<file path="config.mk">
export PLATFORM = sky130hd
export DESIGN_NAME = exp_average_mc
export DESIGN_NICKNAME = d
export VERILOG_FILES = /design/src/rtl/exp_average_mc.sv
export SDC_FILE = /design/constraint.sdc
export NUM_CORES = 2
export LEC_CHECK = 0
export CAP_MARGIN = 30
export CORE_MARGIN = 4
export CORE_UTILIZATION = 65
export CTS_CLUSTER_SIZE = 24
export DETAILED_ROUTE_END_ITERATION = 10
export DONT_BUFFER_PORTS = 1
export PLACE_DENSITY = 0.91
export SLEW_MARGIN = 20
export SYNTH_ARGS = -nofsm -noshare
export SYNTH_HDL_FRONTEND = slang
export SYNTH_SLANG_ARGS = --single-unit
</file>
<file path="constraint.sdc">
create_clock -name clk_i -period 18.27 [get_ports clk_i]
set_input_delay 3.654 -clock clk_i [delete_from_list [all_inputs] [get_ports clk_i]]
set_output_delay 3.654 -clock clk_i [all_outputs]
set_load 0.01 [all_outputs]
</file>
<file path="src/rtl/exp_average_mc.sv">
// Multi-channel exponential moving average: one accumulator per channel, one shared multiplier.
// Sample at edge t is folded into its accumulator at t+1 and presented on the outputs at t+2.
module exp_average_mc #(
  parameter int WIDTH       = 16,
  parameter int ALPHA_WIDTH = 32,
  parameter int FRAC_BITS   = 16,
  parameter int N_CH        = 4,
  parameter int CH_W        = (N_CH > 1) ? $clog2(N_CH) : 1,
  parameter bit SEED_EN     = 1'b1
) (
  input  logic                   clk_i,
  input  logic                   rst_i,
  input  logic                   valid_i,
  input  logic [CH_W-1:0]        chan_i,
  input  logic [WIDTH-1:0]       data_i,
  input  logic [ALPHA_WIDTH-1:0] alpha_i,
  input  logic                   clear_i,
  output logic                   valid_o,
  output logic [CH_W-1:0]        chan_o,
  output logic [WIDTH-1:0]       data_o
);

  localparam int ACC_W  = WIDTH + FRAC_BITS;
  localparam int PROD_W = (ACC_W + 1) + (ALPHA_WIDTH + 1);

  logic                          s1_vld_q;
  logic [CH_W-1:0]               s1_ch_q;
  logic [WIDTH-1:0]              s1_dat_q;
  logic [ALPHA_WIDTH-1:0]        s1_alpha_q;

  logic                          s2_vld_q;
  logic [CH_W-1:0]               s2_ch_q;
  logic [WIDTH-1:0]              s2_y_q;

  logic                          valid_q;
  logic [CH_W-1:0]               chan_q;
  logic [WIDTH-1:0]              data_q;

  logic signed [ACC_W-1:0]       acc_q [N_CH];
  logic [N_CH-1:0]               seeded_q;

  logic                          in_ok;
  logic signed [ACC_W-1:0]       acc_cur;
  logic signed [ACC_W:0]         x_sh;
  logic signed [ACC_W:0]         diff;
  logic signed [ALPHA_WIDTH:0]   alpha_s;
  logic signed [PROD_W-1:0]      prod;
  logic signed [ACC_W-1:0]       acc_d;

  assign in_ok   = valid_i && ({1'b0, chan_i} < (CH_W + 1)'(N_CH));
  assign alpha_s = {1'b0, s1_alpha_q};

  // The accumulator is read in the cycle after capture and written at the end of it, so a
  // same-channel sample one cycle behind always reads the freshly written value.
  always_comb begin
    acc_cur = acc_q[s1_ch_q];
    x_sh    = {s1_dat_q[WIDTH-1], s1_dat_q, {FRAC_BITS{1'b0}}};
    diff    = x_sh - {acc_cur[ACC_W-1], acc_cur};
    prod    = PROD_W'(diff) * PROD_W'(alpha_s);
    acc_d   = acc_cur + prod[ALPHA_WIDTH +: ACC_W];
    if (SEED_EN && !seeded_q[s1_ch_q]) begin
      acc_d = x_sh[ACC_W-1:0];
    end
  end

  always_ff @(posedge clk_i) begin
    if (rst_i) begin
      s1_vld_q   <= 1'b0;
      s1_ch_q    <= '0;
      s1_dat_q   <= '0;
      s1_alpha_q <= '0;
      s2_vld_q   <= 1'b0;
      s2_ch_q    <= '0;
      s2_y_q     <= '0;
      valid_q    <= 1'b0;
      chan_q     <= '0;
      data_q     <= '0;
      seeded_q   <= '0;
      for (int c = 0; c < N_CH; c++) begin
        acc_q[c] <= '0;
      end
    end else begin
      s1_vld_q <= in_ok;
      if (in_ok) begin
        s1_ch_q    <= chan_i;
        s1_dat_q   <= data_i;
        s1_alpha_q <= alpha_i;
      end

      // Clear first; an in-flight write-back on the same edge lands on top of it.
      if (clear_i) begin
        seeded_q <= '0;
        for (int c = 0; c < N_CH; c++) begin
          acc_q[c] <= '0;
        end
      end
      if (s1_vld_q) begin
        acc_q[s1_ch_q]    <= acc_d;
        seeded_q[s1_ch_q] <= 1'b1;
      end

      s2_vld_q <= s1_vld_q;
      if (s1_vld_q) begin
        s2_ch_q <= s1_ch_q;
        s2_y_q  <= acc_d[ACC_W-1:FRAC_BITS];
      end

      valid_q <= s2_vld_q;
      if (s2_vld_q) begin
        chan_q <= s2_ch_q;
        data_q <= s2_y_q;
      end
    end
  end

  assign valid_o = valid_q;
  assign chan_o  = chan_q;
  assign data_o  = data_q;

endmodule

</file>
# Yosys cells after proc, flatten, opt, wreduce, memory -nomap -nowiden
# Memories as Yosys holds them, arrays and structs flattened. A register that Yosys moved wholly into a read port is not among the register bits.
# Cells that the tools add are included.
# W data, S select, Z words.
dict set report word_totals {
  regBits 93
  ram_bits 128
  word_cells 45
  memories 1
}
dict set report op_classes {
  n_addsub 2
  mul 1
  magnitude_cmp 2
  n_mux 22
  n_bitwise 5
  reduce_logical 1
}
# memory words word_bits rd rd_ports_with_merged_regs write_ports line_no
set mem_list {}
lappend mem_list {acc_q 4 32 1 1 5 39} ;# logic signed [ACC_W-1:0] acc_q [N_CH];
# operator count
set ops {}
lappend ops {{$mux W32} 5}
lappend ops {{$mul A33 B33 Y64} 1}
lappend ops {{$sub A32 B32 Y33} 1}
lappend ops {{$add A32 B32 Y32} 1}
lappend ops {{$mux W4} 3}
lappend ops {{$mux W1} 10}
lappend ops {{$mux W2} 2}
lappend ops {{$or A1 B1 Y1} 4}
lappend ops {{$or A4 B4 Y4} 1}
lappend ops {{$lt A2 B3 Y1 const B} 1}
lappend ops {{$bmux W1 S2} 1}
lappend ops {{$demux W1 S2} 1}
lappend ops {{$ge A2 B1 Y1 const B} 1}
lappend ops {{$logic_and A1 B1 Y1} 1}

# Logic depth before layout (Yosys ltp)
dict set report depth {
  word_depth 6
  ltp_mapped 54
  ltp_nobuf 49
}

# Least setup slack after synthesis
# Ideal clock, no wire load.
dict set report synth_path {
  kind {register -> register}
  start {register with a tool-made name}
  end {memory acc_q[3][31] (netlist bit) (data pin)}
  setup_ns 0.265
  t_arrival_ns 12.617
  setup_slack_ns 5.388
  stages_incl_launch_ff 54
  path_cell_list {dfxtp_1 -> buf_4 -> buf_4 -> buf_2 -> buf_1 -> mux4_2 -> inv_1 -> ha_1 -> a21oi_1 -> nand2_1 -> a221oi_1 -> nor2b_1 -> o31ai_2 -> a21oi_2 -> o31ai_1 -> a21boi_2 -> clkbuf_1 -> and2_1 -> [18 not listed] -> inv_1 -> a211o_1 -> a31oi_1 -> o21bai_1 -> a21oi_1 -> o21ai_0 -> xor2_1 -> ha_1 -> and2_1 -> a221oi_1 -> o21a_1 -> a21oi_1 -> o31ai_1 -> o22ai_1 -> o41ai_1 -> xnor3_1 -> nor2_1 -> nor3_1}
}
# element line_no
set synth_rtl {}
lappend synth_rtl {{end: declaration} 39}

==> results.tsv <==
stage	metric	value	unit
status	status	finished clean	
global_routing	gr-total-overflow	0	
timing	fin_crit	15.35	ns
synthesis	synth_top_family_by_area	adder cells	
cells_and_area	insertedDiodeCount	0	
cells_and_area	seq_area	5750	um2
route	wl_per_cell	22.2	um
floorplanning	pin_count	73	
route	first_iter_violations	3640	
placement	io_buffers	0	
clock_tree	post_cts_buffers	0	
clock_tree	cts_hold_buffers	0	
cells_and_area	layout_commonest_cell	inv_1	
flow_run	drv_cap	0	
floorplanning	fp.dieW	282	um
floorplanning	dieArea	79800	um2
timing	clock.fmax	65.1	MHz
clock_tree	cts_tree	built	
timing	max_slew_margin	37.2	%
timing	slew_viol_final	0	
route	drt_wl_total	133	mm
floorplanning	fp.coreArea	74600	um2
setup_path	slowest_delay	0.93	ns
setup_path	crit_type	flop to flop	
clock_tree	htree_num_levels	1	
cells_and_area	drive_gt1_share	4.20	%
synthesis	synth_area	49000	um2
synthesis	synthCells	5210	
synthesis	ys_ff_latch	223	
worst_hold_path	worstHoldStart	seeded_q[0]$_SDFF_PP0_	
worst_hold_path	min_to	seeded_q[0]$_SDFF_PP0_	
placement	dpl.hpwl	101	mm
clock_tree	numCtsBuffers	22	
timing	final-hold-violation-count	0	
route	drc	0	
setup_path	end_kind	flop	
timing	tightest_slew	0.931	ns
cells_and_area	utilization	68.0	%
route	antenna_left	0	
clock_tree	clk_pin_slew	0.07	ns
setup_path	critPathMaxFanout	65	
setup_path	arrival	15.61	ns
timing	min_period_over_period	84.0	%
cells_and_area	fill_cells	5107	
setup_path	crit_family	compound AO/OA/AOI/OAI gates	
clock_tree	cts.path.max_buffers	3	
synthesis	synth-seq-area-share	11.7	%
global_routing	grt_usage	34.4	%
timing	timing.setup.tns	0	ns
clock_tree	root_buffer	clkbuf_16	
setup_path	cpMaxStageDelayCell	mux4_2	
clock_tree	clk_latency	0.53	ns
cells_and_area	layout_common_cells	inv_1 (1120), fa_1 (1085), nand2_1 (603)	
synthesis	synth_nets	6594	
route	num_vias	37000	
timing	skew	0.0145	ns
synthesis	synth_enable_flop_cells	128	
clock_tree	clock_sinks	223	
setup_path	worstRegToRegCells	48	
synthesis	yosysWarnings	0	
global_routing	grt_pass1_vias	41600	
global_routing	grt_max_degree	92	
setup_path	cp_common_cell	fa_1	
setup_path	crit_required	18.52	ns
setup_path	worst_setup_path_start_kind	flop	
synthesis	synth.distinct_cells	75	
worst_hold_path	hp-class	flop to flop	
timing	rsz0062_at_grt	no	
synthesis	synth_xor_area_share	2.03	%
global_routing	antenna_found_initial	2	
synthesis	synth_compound_area_share	5.49	%
route	drt_pass1_iterations	9	
cells_and_area	multi_input_area	38000	um2
cells_and_area	num-nets-final	6391	
global_routing	grt_pass1_wl	215	mm
synthesis	synth-async-reset-ratio	0	%
synthesis	avgSynthCellArea	9.40	um2
floorplanning	rows	100	
timing	setup-violations-final	0	
placement	gp_congestion	0.967	
cells_and_area	areaGrowthSynthToFinish	3.61	%
worst_hold_path	hold-path-cell-count	2	
setup_path	r2r_end	acc_q[2][30]$_SDFFCE_PN0P_	
clock_tree	post_cts_resized	0	
floorplanning	fp.dieH	282	um
setup_path	critPathBufInv	10	
floorplanning	start_util	65.7	%
route	viasPerCell	6.18	
setup_path	ff2ff_setup_slack	2.92	ns
synthesis	yosys.area_share.simple	15.9	%
synthesis	synth_fa_ha_area_share	50.6	%
synthesis	synth_flop_cell	edfxtp_1	
synthesis	synth.area.mux_share	3.11	%
==> layout make-up <==
class | count | area share [%]
repair buffers | 90 | 1.40
well taps | 969 | 2.39
multi-input cells | 3549 | 75.0
flip-flops and latches | 223 | 11.3
clock buffers | 28 | 1.17
inverters | 1121 | 8.29
clock inverters | 12 | 0.444
==> logic make-up (layout without fill, tap and decap cells) <==
logic type | after synthesis | in the layout
xor gates and xnor gates | 112 | 112
and+or+nand+nor | 1596 | 1596
AOI/OAI and AO/OA | 399 | 399
buffers and inverters | 1438 | 1251
adders and majority gates | 1330 | 1330
muxes | 112 | 112
DFF | 223 | 223
==> state kept, by name, summed over array words and instances, names as in the netlist, named ones only <==
name and flops:
s2_vld_q 1, chan_o 2, s1_alpha_q 32, seeded_q 4, valid_o 1, s1_dat_q 16
s2_y_q 16, s1_vld_q 1, s2_ch_q 2, data_o 16, acc_q 128, s1_ch_q 2
==> worst reg2reg max path, delay by kind of cell (launching register included) <==
family / cells / cell delay, ns
and+or+nand+nor: 6 / 1.75
buffers and inverters: 10 / 1.56
adders and majority gates: 10 / 4.75
AOI/OAI and AO/OA: 19 / 5.27
DFF: 1 / 0.57
muxes: 2 / 1.09
xor gates and xnor gates: 1 / 0.11
==> metal layers <==
metal / GRT usage [%] / routed length (um) / vias to the layer above
met5: 0 / 27 / -
met4: 22.7 / 10800 / 4
met3: 6.54 / 13900 / 756
met2: 58.5 / 65500 / 2559
met1: 40.3 / 42800 / 18500
li1: - / - / 15200
==> worst max-delay path by stage <==
stage,from,endpoint,slack (ns),depth (start not counted)
floorplan,flop,acc_q[3][31]$_SDFFCE_PN0P_,5.39,53
global placement,flop,acc_q[1][30]$_SDFFCE_PN0P_,3.77,48
detailed placement,flop,acc_q[1][30]$_SDFFCE_PN0P_,3.23,46
CTS,flop,acc_q[1][30]$_SDFFCE_PN0P_,3.06,46
global route,flop,acc_q[1][30]$_SDFFCE_PN0P_,2.09,48
finish,flop,acc_q[2][30]$_SDFFCE_PN0P_,2.92,48
==> metrics by stage <==
step                      instance area, um2  cells  setup slack, ns  hold slack, ns
final                                  50700   5992             2.92           0.450
after CTS                              50700   5988             3.06           0.449
after floorplan                        49000   5210             5.39           0.418
after global routing                   50700   5992             2.09           0.465
after global placement                 49900   5948             3.77           0.428
after detailed placement               49900   5948             3.23           0.433
==> synth_stat cells, types with 46 or more instances <==
cell | number | area (um2)
fa_1 | 1085 | 21700
dfxtp_1 | 95 | 1900
a21o_1 | 46 | 345
nor2_1 | 261 | 980
nand2b_1 | 52 | 325
xnor2_1 | 77 | 674
a21oi_1 | 92 | 460
inv_1 | 1120 | 4200
edfxtp_1 | 128 | 3840
nand2_1 | 603 | 2260
nand4_1 | 51 | 319
ha_1 | 245 | 3070
a31oi_1 | 46 | 288
mux2i_1 | 79 | 791
and2_1 | 496 | 3100
clkbuf_1 | 277 | 1040
Power is not shown: default switching activity piles up to over one toggle a cycle in this logic, so the estimate is an artifact.
